<file path="src/rtl/complex_alu_ctrl_pkg.sv">
// Shared opcodes, DSP control constants and the opcode decoder
// for the complex ALU issue stage.
package complex_alu_ctrl_pkg;

  localparam logic [2:0] OP_CMULT  = 3'b100;
  localparam logic [2:0] OP_MULADD = 3'b101;
  localparam logic [2:0] OP_MULSUB = 3'b110;

  localparam logic [3:0] ALUMODE_ADD  = 4'b0000;
  localparam logic [3:0] ALUMODE_CSUB = 4'b0011;
  localparam logic [6:0] OPMODE_M     = 7'b000_01_01;
  localparam logic [6:0] OPMODE_CM    = 7'b011_01_01;
  localparam logic [4:0] INMODE_AB    = 5'b00000;

  typedef struct packed {
    logic [15:0] alumode;
    logic [19:0] inmode;
    logic [27:0] opmode;
    logic        legal;
  } dec_t;

  // Core 1 sits in the MSBs; cores 1/3 take the accumulate path.
  function automatic dec_t decode(input logic [2:0] op);
    dec_t d;
    d.alumode = {4{ALUMODE_ADD}};
    d.inmode  = {4{INMODE_AB}};
    d.opmode  = {4{OPMODE_M}};
    d.legal   = 1'b1;
    unique case (1'b1)
      (op == OP_CMULT): ;
      (op == OP_MULADD): begin
        d.opmode = {OPMODE_CM, OPMODE_M, OPMODE_CM, OPMODE_M};
      end
      (op == OP_MULSUB): begin
        d.opmode  = {OPMODE_CM, OPMODE_M, OPMODE_CM, OPMODE_M};
        d.alumode = {ALUMODE_CSUB, ALUMODE_ADD,
                     ALUMODE_CSUB, ALUMODE_ADD};
      end
      default: d.legal = 1'b0;
    endcase
    return d;
  endfunction

endpackage

</file>
<file path="src/rtl/cplx_result_fifo.sv">
// Result FIFO for the complex ALU issue stage: 32-bit entries,
// wrapping pointers, occupancy count exported for credit tracking.
module cplx_result_fifo #(
  parameter int DEPTH = 4,
  parameter int CW    = $clog2(DEPTH + 1)
) (
  input  logic          clk,
  input  logic          rst,
  input  logic          i_wr,
  input  logic [31:0]   i_wdata,
  input  logic          i_rd,
  output logic [31:0]   o_rdata,
  output logic          o_empty,
  output logic [CW-1:0] o_count
);

  localparam int PW = (DEPTH > 1) ? $clog2(DEPTH) : 1;

  logic [31:0]   r_mem [DEPTH];
  logic [PW-1:0] r_wp;
  logic [PW-1:0] r_rp;
  logic [CW-1:0] r_cnt;
  logic          w_wr;
  logic          w_rd;

  assign w_rd    = i_rd && (r_cnt != '0);
  assign w_wr    = i_wr && (r_cnt != CW'(DEPTH));
  assign o_rdata = r_mem[r_rp];
  assign o_empty = (r_cnt == '0);
  assign o_count = r_cnt;

  always_ff @(posedge clk or negedge rst) begin
    if (!rst) begin
      for (int i = 0; i < DEPTH; i++) r_mem[i] <= '0;
      r_wp  <= '0;
      r_rp  <= '0;
      r_cnt <= '0;
    end else begin
      if (w_wr) begin
        r_mem[r_wp] <= i_wdata;
        r_wp <= (r_wp == PW'(DEPTH - 1)) ? '0 : r_wp + 1'b1;
      end
      if (w_rd) begin
        r_rp <= (r_rp == PW'(DEPTH - 1)) ? '0 : r_rp + 1'b1;
      end
      unique case ({w_wr, w_rd})
        2'b10:   r_cnt <= r_cnt + 1'b1;
        2'b01:   r_cnt <= r_cnt - 1'b1;
        default: ;
      endcase
    end
  end

endmodule

</file>
<file path="src/rtl/complex_alu_ctrl.sv">
// Complex ALU issue stage: decode, ALU-latency tracking, credit FIFO.
// Optional COMPLEX_CTRL_PERF_EN adds perf_issued/perf_stall counters.
module complex_alu_ctrl #(
  parameter int ALU_LAT    = 4,
  parameter int FIFO_DEPTH = 4
) (
  input  logic        clk,
  input  logic        rst,
  input  logic        in_valid,
  output logic        in_ready,
  input  logic [2:0]  in_opcode,
  input  logic [31:0] in_din_1,
  input  logic [31:0] in_din_2,
  input  logic [31:0] in_din_3,
  output logic [2:0]  alu_opcode,
  output logic [15:0] alu_alumode,
  output logic [19:0] alu_inmode,
  output logic [27:0] alu_opmode,
  output logic [3:0]  alu_cea2,
  output logic [3:0]  alu_ceb2,
  output logic [3:0]  alu_usemult,
  output logic [31:0] alu_din_1,
  output logic [31:0] alu_din_2,
  output logic [31:0] alu_din_3,
  input  logic [31:0] alu_dout,
  output logic        out_valid,
  input  logic        out_ready,
  output logic [31:0] out_data,
  output logic        err_illegal
`ifdef COMPLEX_CTRL_PERF_EN
  ,
  output logic [31:0] perf_issued,
  output logic [31:0] perf_stall
`endif
);

  import complex_alu_ctrl_pkg::*;

  localparam int CW = $clog2(FIFO_DEPTH + 1);

  dec_t          w_dec;
  logic          w_acc;
  logic          w_issue;
  logic          w_illegal;
  logic          w_wr;
  logic          w_pop;
  logic          w_empty;
  logic [CW-1:0] w_cnt;
  logic [CW:0]   w_used;

  logic [CW-1:0] r_infl;
  logic          r_issue;
  logic [2:0]    r_op;
  logic          r_err;
  logic [3:0]    r_usemult;
  logic [15:0]   r_alumode;
  logic [19:0]   r_inmode;
  logic [27:0]   r_opmode;
  logic [31:0]   r_din_1;
  logic [31:0]   r_din_2;
  logic [31:0]   r_din_3;
  logic [ALU_LAT-1:0] r_vpipe;
  logic [2:0]    r_opipe [ALU_LAT];

  assign w_dec     = decode(in_opcode);
  // Credit only from registered counts: a same-cycle pop does not help.
  assign w_used    = {1'b0, r_infl} + {1'b0, w_cnt};
  assign in_ready  = rst && (w_used < (CW + 1)'(FIFO_DEPTH));
  assign w_acc     = in_valid && in_ready;
  assign w_issue   = w_acc && w_dec.legal;
  assign w_illegal = w_acc && !w_dec.legal;
  assign w_wr      = r_vpipe[ALU_LAT-1];
  assign out_valid = !w_empty;
  assign w_pop     = out_valid && out_ready;

  assign alu_opcode  = r_opipe[ALU_LAT-1];
  assign alu_alumode = r_alumode;
  assign alu_inmode  = r_inmode;
  assign alu_opmode  = r_opmode;
  assign alu_cea2    = {4{r_issue}};
  assign alu_ceb2    = {4{r_issue}};
  assign alu_usemult = r_usemult;
  assign alu_din_1   = r_din_1;
  assign alu_din_2   = r_din_2;
  assign alu_din_3   = r_din_3;
  assign err_illegal = r_err;

  always_ff @(posedge clk or negedge rst) begin
    if (!rst) begin
      r_issue   <= 1'b0;
      r_op      <= '0;
      r_err     <= 1'b0;
      r_usemult <= '0;
      r_alumode <= '0;
      r_inmode  <= '0;
      r_opmode  <= '0;
      r_din_1   <= '0;
      r_din_2   <= '0;
      r_din_3   <= '0;
    end else begin
      r_issue   <= w_issue;
      r_err     <= w_illegal;
      r_usemult <= 4'hF;
      if (w_issue) begin
        r_op      <= in_opcode;
        r_alumode <= w_dec.alumode;
        r_inmode  <= w_dec.inmode;
        r_opmode  <= w_dec.opmode;
        r_din_1   <= in_din_1;
        r_din_2   <= in_din_2;
        r_din_3   <= in_din_3;
      end
    end
  end

  // Tracks the DSP pipeline so results are captured on the right cycle.
  always_ff @(posedge clk or negedge rst) begin
    if (!rst) begin
      r_vpipe <= '0;
      for (int i = 0; i < ALU_LAT; i++) r_opipe[i] <= '0;
    end else begin
      r_vpipe[0] <= r_issue;
      r_opipe[0] <= r_op;
      for (int i = 1; i < ALU_LAT; i++) begin
        r_vpipe[i] <= r_vpipe[i-1];
        r_opipe[i] <= r_opipe[i-1];
      end
    end
  end

  always_ff @(posedge clk or negedge rst) begin
    if (!rst) begin
      r_infl <= '0;
    end else begin
      unique case ({w_issue, w_wr})
        2'b10:   r_infl <= r_infl + 1'b1;
        2'b01:   r_infl <= r_infl - 1'b1;
        default: ;
      endcase
    end
  end

  cplx_result_fifo #(
    .DEPTH (FIFO_DEPTH),
    .CW    (CW)
  ) u_fifo (
    .clk     (clk),
    .rst     (rst),
    .i_wr    (w_wr),
    .i_wdata (alu_dout),
    .i_rd    (w_pop),
    .o_rdata (out_data),
    .o_empty (w_empty),
    .o_count (w_cnt)
  );

`ifdef COMPLEX_CTRL_PERF_EN
  logic [31:0] r_perf_issued;
  logic [31:0] r_perf_stall;

  always_ff @(posedge clk or negedge rst) begin
    if (!rst) begin
      r_perf_issued <= '0;
      r_perf_stall  <= '0;
    end else begin
      if (w_issue) r_perf_issued <= r_perf_issued + 32'd1;
      if (in_valid && !in_ready) r_perf_stall <= r_perf_stall + 32'd1;
    end
  end

  assign perf_issued = r_perf_issued;
  assign perf_stall  = r_perf_stall;
`endif

endmodule

</file>
<file path="config.mk">
export PLATFORM = sky130hd
export DESIGN_NAME = complex_alu_ctrl
export DESIGN_NICKNAME = d
export VERILOG_FILES = /design/src/rtl/complex_alu_ctrl_pkg.sv /design/src/rtl/cplx_result_fifo.sv /design/src/rtl/complex_alu_ctrl.sv
export SDC_FILE = /design/constraint.sdc
export NUM_CORES = 1
export LEC_CHECK = 0
export BUFFER_PORTS_ARGS = -buffer_cell sky130_fd_sc_hd__buf_2
export CAP_MARGIN = 20
export CORE_MARGIN = 1.5
export CORE_UTILIZATION = 45
export CTS_BUF_LIST = sky130_fd_sc_hd__clkbuf_16
export CTS_CLUSTER_SIZE = 12
export DETAILED_ROUTE_END_ITERATION = 7
export PLACE_DENSITY = 0.7
export SYNTH_ARGS = -nofsm -noshare
export SYNTH_HDL_FRONTEND = slang
export SYNTH_HIERARCHICAL = 1
export SYNTH_SLANG_ARGS = --single-unit
</file>
<file path="constraint.sdc">
create_clock -name clk -period 2.5 [get_ports clk]
set_input_delay 0.125 -clock clk [delete_from_list [all_inputs] [get_ports clk]]
set_output_delay 0.125 -clock clk [all_outputs]
set_load 0.005 [all_outputs]
</file>
==> flow_metrics.py, run 1 <==
metrics = {
    "synth": {
        "yosysUniqueCellTypes": 27,
        "synth_top_family_by_area": "multiplexers",
        "synth_compound_area_share_pct": 0.111,
        "synth_adder_area_share_pct": 1.35,
        "synth-simple-area-share_pct": 1.29,
        "ys_warn_count": 6,
        "synth_xor_xnor_area_share_pct": 0.466,
        "yosysSeqAreaShare_pct": 57.5,
        "synth_edf_count": 0,
        "synth_top_area_share_pct": 57.5,
        "synth_seq_cells": 259,
        "syn_area_sq_um": 11300,
        "muxShareOfSynthArea_pct": 31.5,
        "postSynthCellCount": 690,
        "synth-async-reset-ratio_pct": 100,
        "yosys-top-cells-area": "dfrtp_1 57%, mux2_2 18%, mux2_4 7.3%",
        "postSynthAreaPerCell_sq_um": 16.3,
        "dominantRegCellSynth": "dfrtp_1",
        "synth_largest_area_cell": "dfrtp_1",
    },
    "floorplan": {
        "dieWidth_um": 161,
        "rows": 57,
        "boundaryPins": 345,
        "initial_core_util_pct": 46.1,
        "die_h_um": 161,
        "core_sq_um": 24500,
        "die-area_sq_um": 26000,
    },
    "sta": {
        "finalMaxSlewViolations": 0,
        "fin_skew_ns": 0.00800,
        "fin_setup_tns_ns": 0,
        "whs_ns": 0.125,
        "worst_pin_slew_ns": 0.922,
        "fmax_ghz": 0.437,
        "period_needed_ns": 2.29,
        "finalSetupViolCount": 0,
        "slew_headroom_pct": 38.5,
        "fin_crit_sh_pct": 91.5,
        "rsz0062_at_grt": "no",
        "hold_violations": 0,
    },
    "grt": {
        "grt_max_degree": 143,
        "grt_overflow": 0,
        "grt_pass1_vias": 7566,
        "antenna_found_initial": 5,
        "grt_pass1_wl_um": 41200,
        "grt_use_total_pct": 20.4,
    },
    "power_and_ir_drop": {
        "finalPower_mw": 15.7,
        "peakVddDrop_v": 0.000704,
        "power_density_nw_per_um2": 1060,
        "p_leak_nw": 7.62,
    },
    "hold_path": {
        "hp-class": "in -> reg",
    },
    "critical_path": {
        "r2r_end": "r_infl[1]$_DFFE_PN0P_",
        "cp.arrival_ns": 2.72,
        "regToRegSetupSlack_ns": 0.21,
        "critPathMaxFanout": 4,
        "critPathKind": "reg -> reg",
        "r2r_cells": 7,
        "end_kind": "register",
        "required_ns": 2.93,
        "critPathCapture": "r_infl[1]$_DFFE_PN0P_",
        "crit_path_start": "u_fifo/o_count[2]$_DFFE_PN0P_",
        "cp-start-kind": "register",
        "rr_startpoint": "u_fifo/o_count[2]$_DFFE_PN0P_",
    },
    "routing": {
        "drtIter0Drc": 215,
        "first_pass_iters": 4,
        "drc_errors": 0,
        "wire_per_inst_um": 18.2,
        "via_per_inst": 4.77,
        "wirelength_um": 26300,
        "ant_nets": 0,
        "vias": 6918,
    },
    "clock_tree": {
        "clk_latency_ns": 0.51,
        "clk_pin_slew_ns": 0.06,
        "postCtsHoldBufs": 133,
        "cts_buffers": 27,
        "ctsResizeCount": 0,
        "clock_path_buffers": 3,
        "cts_tree": "done",
        "h-tree-depth": 1,
        "clock_sinks": 259,
        "cts-root-buf": "clkbuf_16",
        "cts_setup_buffers": 0,
    },
    "placed_design": {
        "hpwlAfterDp_um": 16600,
        "gp_congestion": 0.840,
        "io_buffers": 296,
    },
    "flow_run": {
        "maxCapViolCount": 0,
    },
    "run_status": {
        "outcome": "complete, no violations",
    },
    "finish": {
        "area_growth_pct": 31.7,
        "fin_util_pct": 60.7,
        "drive_gt1_share_pct": 55.0,
        "final_nets": 1253,
        "fillCellCount": 1832,
    },
}
## critical path, cell delays in order, from the launching register on
cell and delay [ns]:
dfrtp_1 0.42, ha_1 0.32, nor4b_2 0.28, nand4_1 0.27
ha_1 0.30, inv_1 0.07, fa_1 0.40, o21ai_0 0.16
## flip-flops by register name (all words and copies together) (netlist names)
register,cells
alu_din_2,32
alu_alumode,1
err_illegal,1
r_vpipe,4
r_issue,1
alu_usemult,1
r_infl,3
u_fifo/o_count,3
alu_din_3,32
alu_opcode,3
u_fifo/r_wp,2
alu_opmode,2
r_opipe,9
u_fifo/r_mem,128
r_op,3
alu_din_1,32
u_fifo/r_rp,2
## cell type report
class	instances	area (sq um)	area share, %
diodes	5	12.5	0.0842
clock buffers	27	676	4.55
clock inverters	15	86.3	0.581
inverters	13	48.8	0.328
multi-input cells	359	4130	27.8
flip-flops and latches	259	6480	43.6
well taps	324	405	2.73
repair buffers	447	3020	20.3
## logic make-up after synthesis
family,after synthesis
AND/OR/NAND/NOR,26
other,2
buffers and inverters,119
multiplexers,265
XOR/XNOR,6
AO/OA/AOI/OAI,2
flip-flops,259
adder cells (fa/ha/maj),11
## through the flow
step                      setup slack [ns]  cells  cell area [sq um]
after floorplan                      0.137    737              11500
after global placement               0.266   1269              12800
after detailed placement             0.212   1269              12800
after CTS                            0.187   1444              14800
after global routing               0.00731   1449              14900
final                                0.211   1449              14900
## Yosys cell counts (2+ instances only)
cell,n
buf_2,8
nand2_1,6
inv_1,13
dfrtp_1,259
xnor2_1,2
clkbuf_1,3
mux2_4,55
buf_6,18
nor2_1,9
buf_4,77
mux2_2,176
fa_1,2
xor2_1,4
conb_1,2
mux4_2,32
mux2i_1,2
nand2b_1,4
ha_1,9
## how the worst min path moves through the flow
| stage | startpoint | end | depth (start not counted) |
|---|---|---|---|
| 6_report | out_ready | u_fifo/r_rp[1]$_DFFE_PN0P_ | 4 |
| 5_1_grt | out_ready | u_fifo/r_rp[0]$_DFFE_PN0P_ | 4 |
| 4_1_cts | out_ready | u_fifo/r_rp[1]$_DFFE_PN0P_ | 4 |
| 3_5_place_dp | rst | u_fifo/r_mem[88]$_DFFE_PN0P_ | 2 |
| 3_3_place_gp | rst | u_fifo/r_mem[119]$_DFFE_PN0P_ | 2 |
| 2_1_floorplan | rst | alu_alumode[12]$_DFFE_PN0P_ | 0 |
## cells in the final DEF, fill, tap and decap left out, drive strengths merged, types with 2 or more instances in the layout
cell / netlist / routed
dlygate4sd3: 0 / 133
xor2: 4 / 4
nand2: 6 / 6
dfrtp: 259 / 259
fa: 2 / 2
nor2: 9 / 9
xnor2: 2 / 2
inv: 13 / 19
nor3b: 2 / 2
clkbuf: 3 / 27
mux2: 231 / 231
nand2b: 4 / 4
mux4: 32 / 32
conb: 2 / 49
clkinv: 0 / 8
ha: 9 / 9
mux2i: 2 / 2
diode: 0 / 5
buf: 103 / 314
## power by group
part	switching (mW)	internal, mW
Combinational	1.92	3.29
Sequential	1.06	5.88
Clock	1.54	2.03
Total	4.52	11.2
## routing by layer
| layer | wire length [um] | GRT usage (%) |
|---|---|---|
| met2 | 13900 | 37.0 |
| met4 | 838 | 7.62 |
| met1 | 9900 | 23.1 |
| met5 | 0 | 0 |
| met3 | 1650 | 5.03 |
(Power assumes the default switching activity.)
==> run 2, diff against run 1 <==
- SETUP_SLACK_MARGIN: not set -> 0.4
==> run 2 against run 1 <==
Effect of this change: non-clock buffer count increased by 7; cell count is 0.76% higher; setup slack better by 0.22 ns; count of clock-buffer cells in the layout unchanged; highest routed layer unchanged; maximum frequency grew 11%; worst hold slack better by 0.092 ns; via count increased by 0.72%; critical path depth grew 3.
==> flow_metrics.py, run 2 (synthesized netlist as in run 1, its figures left out) <==
metrics = {
    "run_status": {
        "outcome": "complete, no violations",
    },
    "routing": {
        "drtIter0Drc": 290,
        "first_pass_iters": 4,
        "drt-met1-wl_um": 10300,
        "vias": 6968,
        "wire_per_inst_um": 18.5,
        "via_per_inst": 4.77,
        "drc_errors": 0,
        "wl_met2_um": 14000,
        "wirelength_um": 27000,
        "top_layer": "met4",
        "ant_nets": 0,
        "wl_met3_um": 1720,
    },
    "floorplan": {
        "boundaryPins": 345,
        "initial_core_util_pct": 46.1,
        "dieWidth_um": 161,
        "die-area_sq_um": 26000,
        "core_sq_um": 24500,
        "die_h_um": 161,
        "rows": 57,
    },
    "grt": {
        "grt_max_degree": 135,
        "grt_pass1_wl_um": 42000,
        "grt_overflow": 0,
        "grt_pass1_vias": 7730,
        "antenna_found_initial": 3,
        "grt_use_total_pct": 20.6,
    },
    "sta": {
        "period_needed_ns": 2.07,
        "fin_skew_ns": 0.0119,
        "worst_pin_slew_ns": 0.941,
        "fmax_ghz": 0.484,
        "fin_crit_sh_pct": 82.7,
        "hold_violations": 0,
        "slew_headroom_pct": 37.2,
        "finalMaxSlewViolations": 0,
        "finalSetupViolCount": 0,
        "rsz0062_at_grt": "yes",
        "fin_setup_tns_ns": 0,
    },
    "critical_path": {
        "critPathMaxFanout": 4,
        "rr_startpoint": "u_fifo/o_count[1]$_DFFE_PN0P_",
        "required_ns": 2.95,
        "cp-start-kind": "register",
        "critPathKind": "reg -> reg",
        "crit_chain": "ha_4 -> nand3_1 -> nand4_1 -> buf_6 -> ha_4 -> inv_4 -> fa_2 -> xor2_1 -> nor2_1 -> xor2_1",
        "cp_slowest_cell": "dfrtp_2",
        "critical-path-max-stage-delay_ns": 0.45,
        "regToRegSetupSlack_ns": 0.43,
        "r2r_cells": 10,
        "cp.arrival_ns": 2.52,
        "end_kind": "register",
        "r2r_end": "r_infl[2]$_DFFE_PN0P_",
    },
    "clock_tree": {
        "clk_latency_ns": 0.52,
        "clk_pin_slew_ns": 0.06,
        "cts_tree": "done",
        "cts-root-buf": "clkbuf_16",
        "clock_path_buffers": 3,
        "cts_buffers": 27,
        "clock_sinks": 259,
        "h-tree-depth": 1,
    },
    "finish": {
        "fin_util_pct": 61.6,
        "final_common_cell": "buf_2",
        "mostFrequentLayoutCells": "295 x buf_2, 255 x dfrtp_1, 176 x mux2_2, 133 x dlygate4sd3_1, 55 x mux2_4",
        "largest_reg_flops": 128,
        "regMostFlops": "u_fifo/r_mem",
        "fillCellCount": 1799,
        "multi_input_area_sq_um": 4190,
        "final-seq-area_sq_um": 6490,
        "stdcell_count": 1460,
        "area_growth_pct": 33.5,
        "final_nets": 1260,
        "drive_gt1_share_pct": 55.9,
    },
    "power_and_ir_drop": {
        "p_leak_nw": 7.71,
        "switching_share_pct": 29.0,
        "finalPower_mw": 16.0,
        "power_frac_seq_pct": 42.9,
        "power_density_nw_per_um2": 1070,
        "p_int_mw": 11.4,
        "switchingPower_mw": 4.65,
        "pwr-share-clk_pct": 22.3,
        "peakVddDrop_v": 0.000743,
        "comb_power_share_pct": 34.8,
    },
    "hold_path": {
        "hold_end": "u_fifo/r_rp[0]$_DFFE_PN0P_",
        "hp-start": "out_ready",
        "min_path_cells": 5,
        "hp-class": "in -> reg",
    },
    "placed_design": {
        "gp_congestion": 0.783,
        "dp_cells": 1269,
        "io_buffers": 296,
        "hpwlAfterDp_um": 16600,
    },
    "flow_run": {
        "maxCapViolCount": 0,
    },
}
-- run 2: worst max-delay path: cells and delay by family, from the launching register on --
kind,cells,cell delay (ns)
DFF,1,0.45
and+or+nand+nor,3,0.31
adders and majority gates,3,0.76
xor gates and xnor gates,2,0.31
buffers and inverters,2,0.15
-- run 2: layout make-up --
class,count,share of cell area (%)
flip-flops and latches,259,43.1
multi-input cells,359,27.8
repair buffers,454,20.8
clock buffers,27,4.49
well taps,324,2.69
clock inverters,20,0.714
inverters,13,0.341
diodes,4,0.0665
-- run 2: worst max-delay path by stage --
stage / startpoint / endpoint / slack, ns / cells after the start
global route: u_fifo/o_count[1]$_DFFE_PN0P_ / r_infl[2]$_DFFE_PN0P_ / 0.31 / 10
floorplan: u_fifo/o_count[2]$_DFFE_PN0P_ / r_infl[2]$_DFFE_PN0P_ / 0.18 / 11
detailed placement: u_fifo/o_count[2]$_DFFE_PN0P_ / r_infl[2]$_DFFE_PN0P_ / 0.25 / 9
global placement: u_fifo/o_count[2]$_DFFE_PN0P_ / r_infl[2]$_DFFE_PN0P_ / 0.29 / 9
CTS: u_fifo/o_count[1]$_DFFE_PN0P_ / r_infl[2]$_DFFE_PN0P_ / 0.38 / 10
finish: u_fifo/o_count[1]$_DFFE_PN0P_ / r_infl[2]$_DFFE_PN0P_ / 0.43 / 10
-- run 2: power groups by stage --
| stage | Clock, mW | Combinational, mW | Sequential (mW) |
|---|---|---|---|
| floorplan | 0 | 3.36 | 6.71 |
| global placement | 0 | 5.08 | 6.80 |
| detailed placement | 0 | 5.22 | 6.82 |
| CTS | 3.69 | 5.38 | 6.82 |
| global route | 3.87 | 6.04 | 7.11 |
| finish | 3.58 | 5.58 | 6.89 |
-- run 2: per-layer routing --
layer / GRT usage [%] / up-vias
li1: - / 3151
met1: 24.0 / 3515
met2: 36.5 / 243
met3: 4.96 / 59
met4: 8.16 / 0
met5: 0 / -
-- run 2: per-stage QoR --
step / hold slack (ns) / setup WS [ns] / area, sq um
after floorplan: -0.171 / 0.176 / 11500
after global placement: 0.293 / 0.288 / 12800
after detailed placement: 0.295 / 0.251 / 12800
after CTS: 0.110 / 0.385 / 14900
after global routing: 0.240 / 0.308 / 15100
final: 0.217 / 0.433 / 15100
-- run 2: timing repair --
action                                  CTS  global route
endpoints found under the hold margin   412             0
endpoints found under the setup margin  108           115
pin swaps                                 2             4
hold buffers                            133             0
setup buffers                             1             5
cloned                                    0             1
resized for setup                         1            15
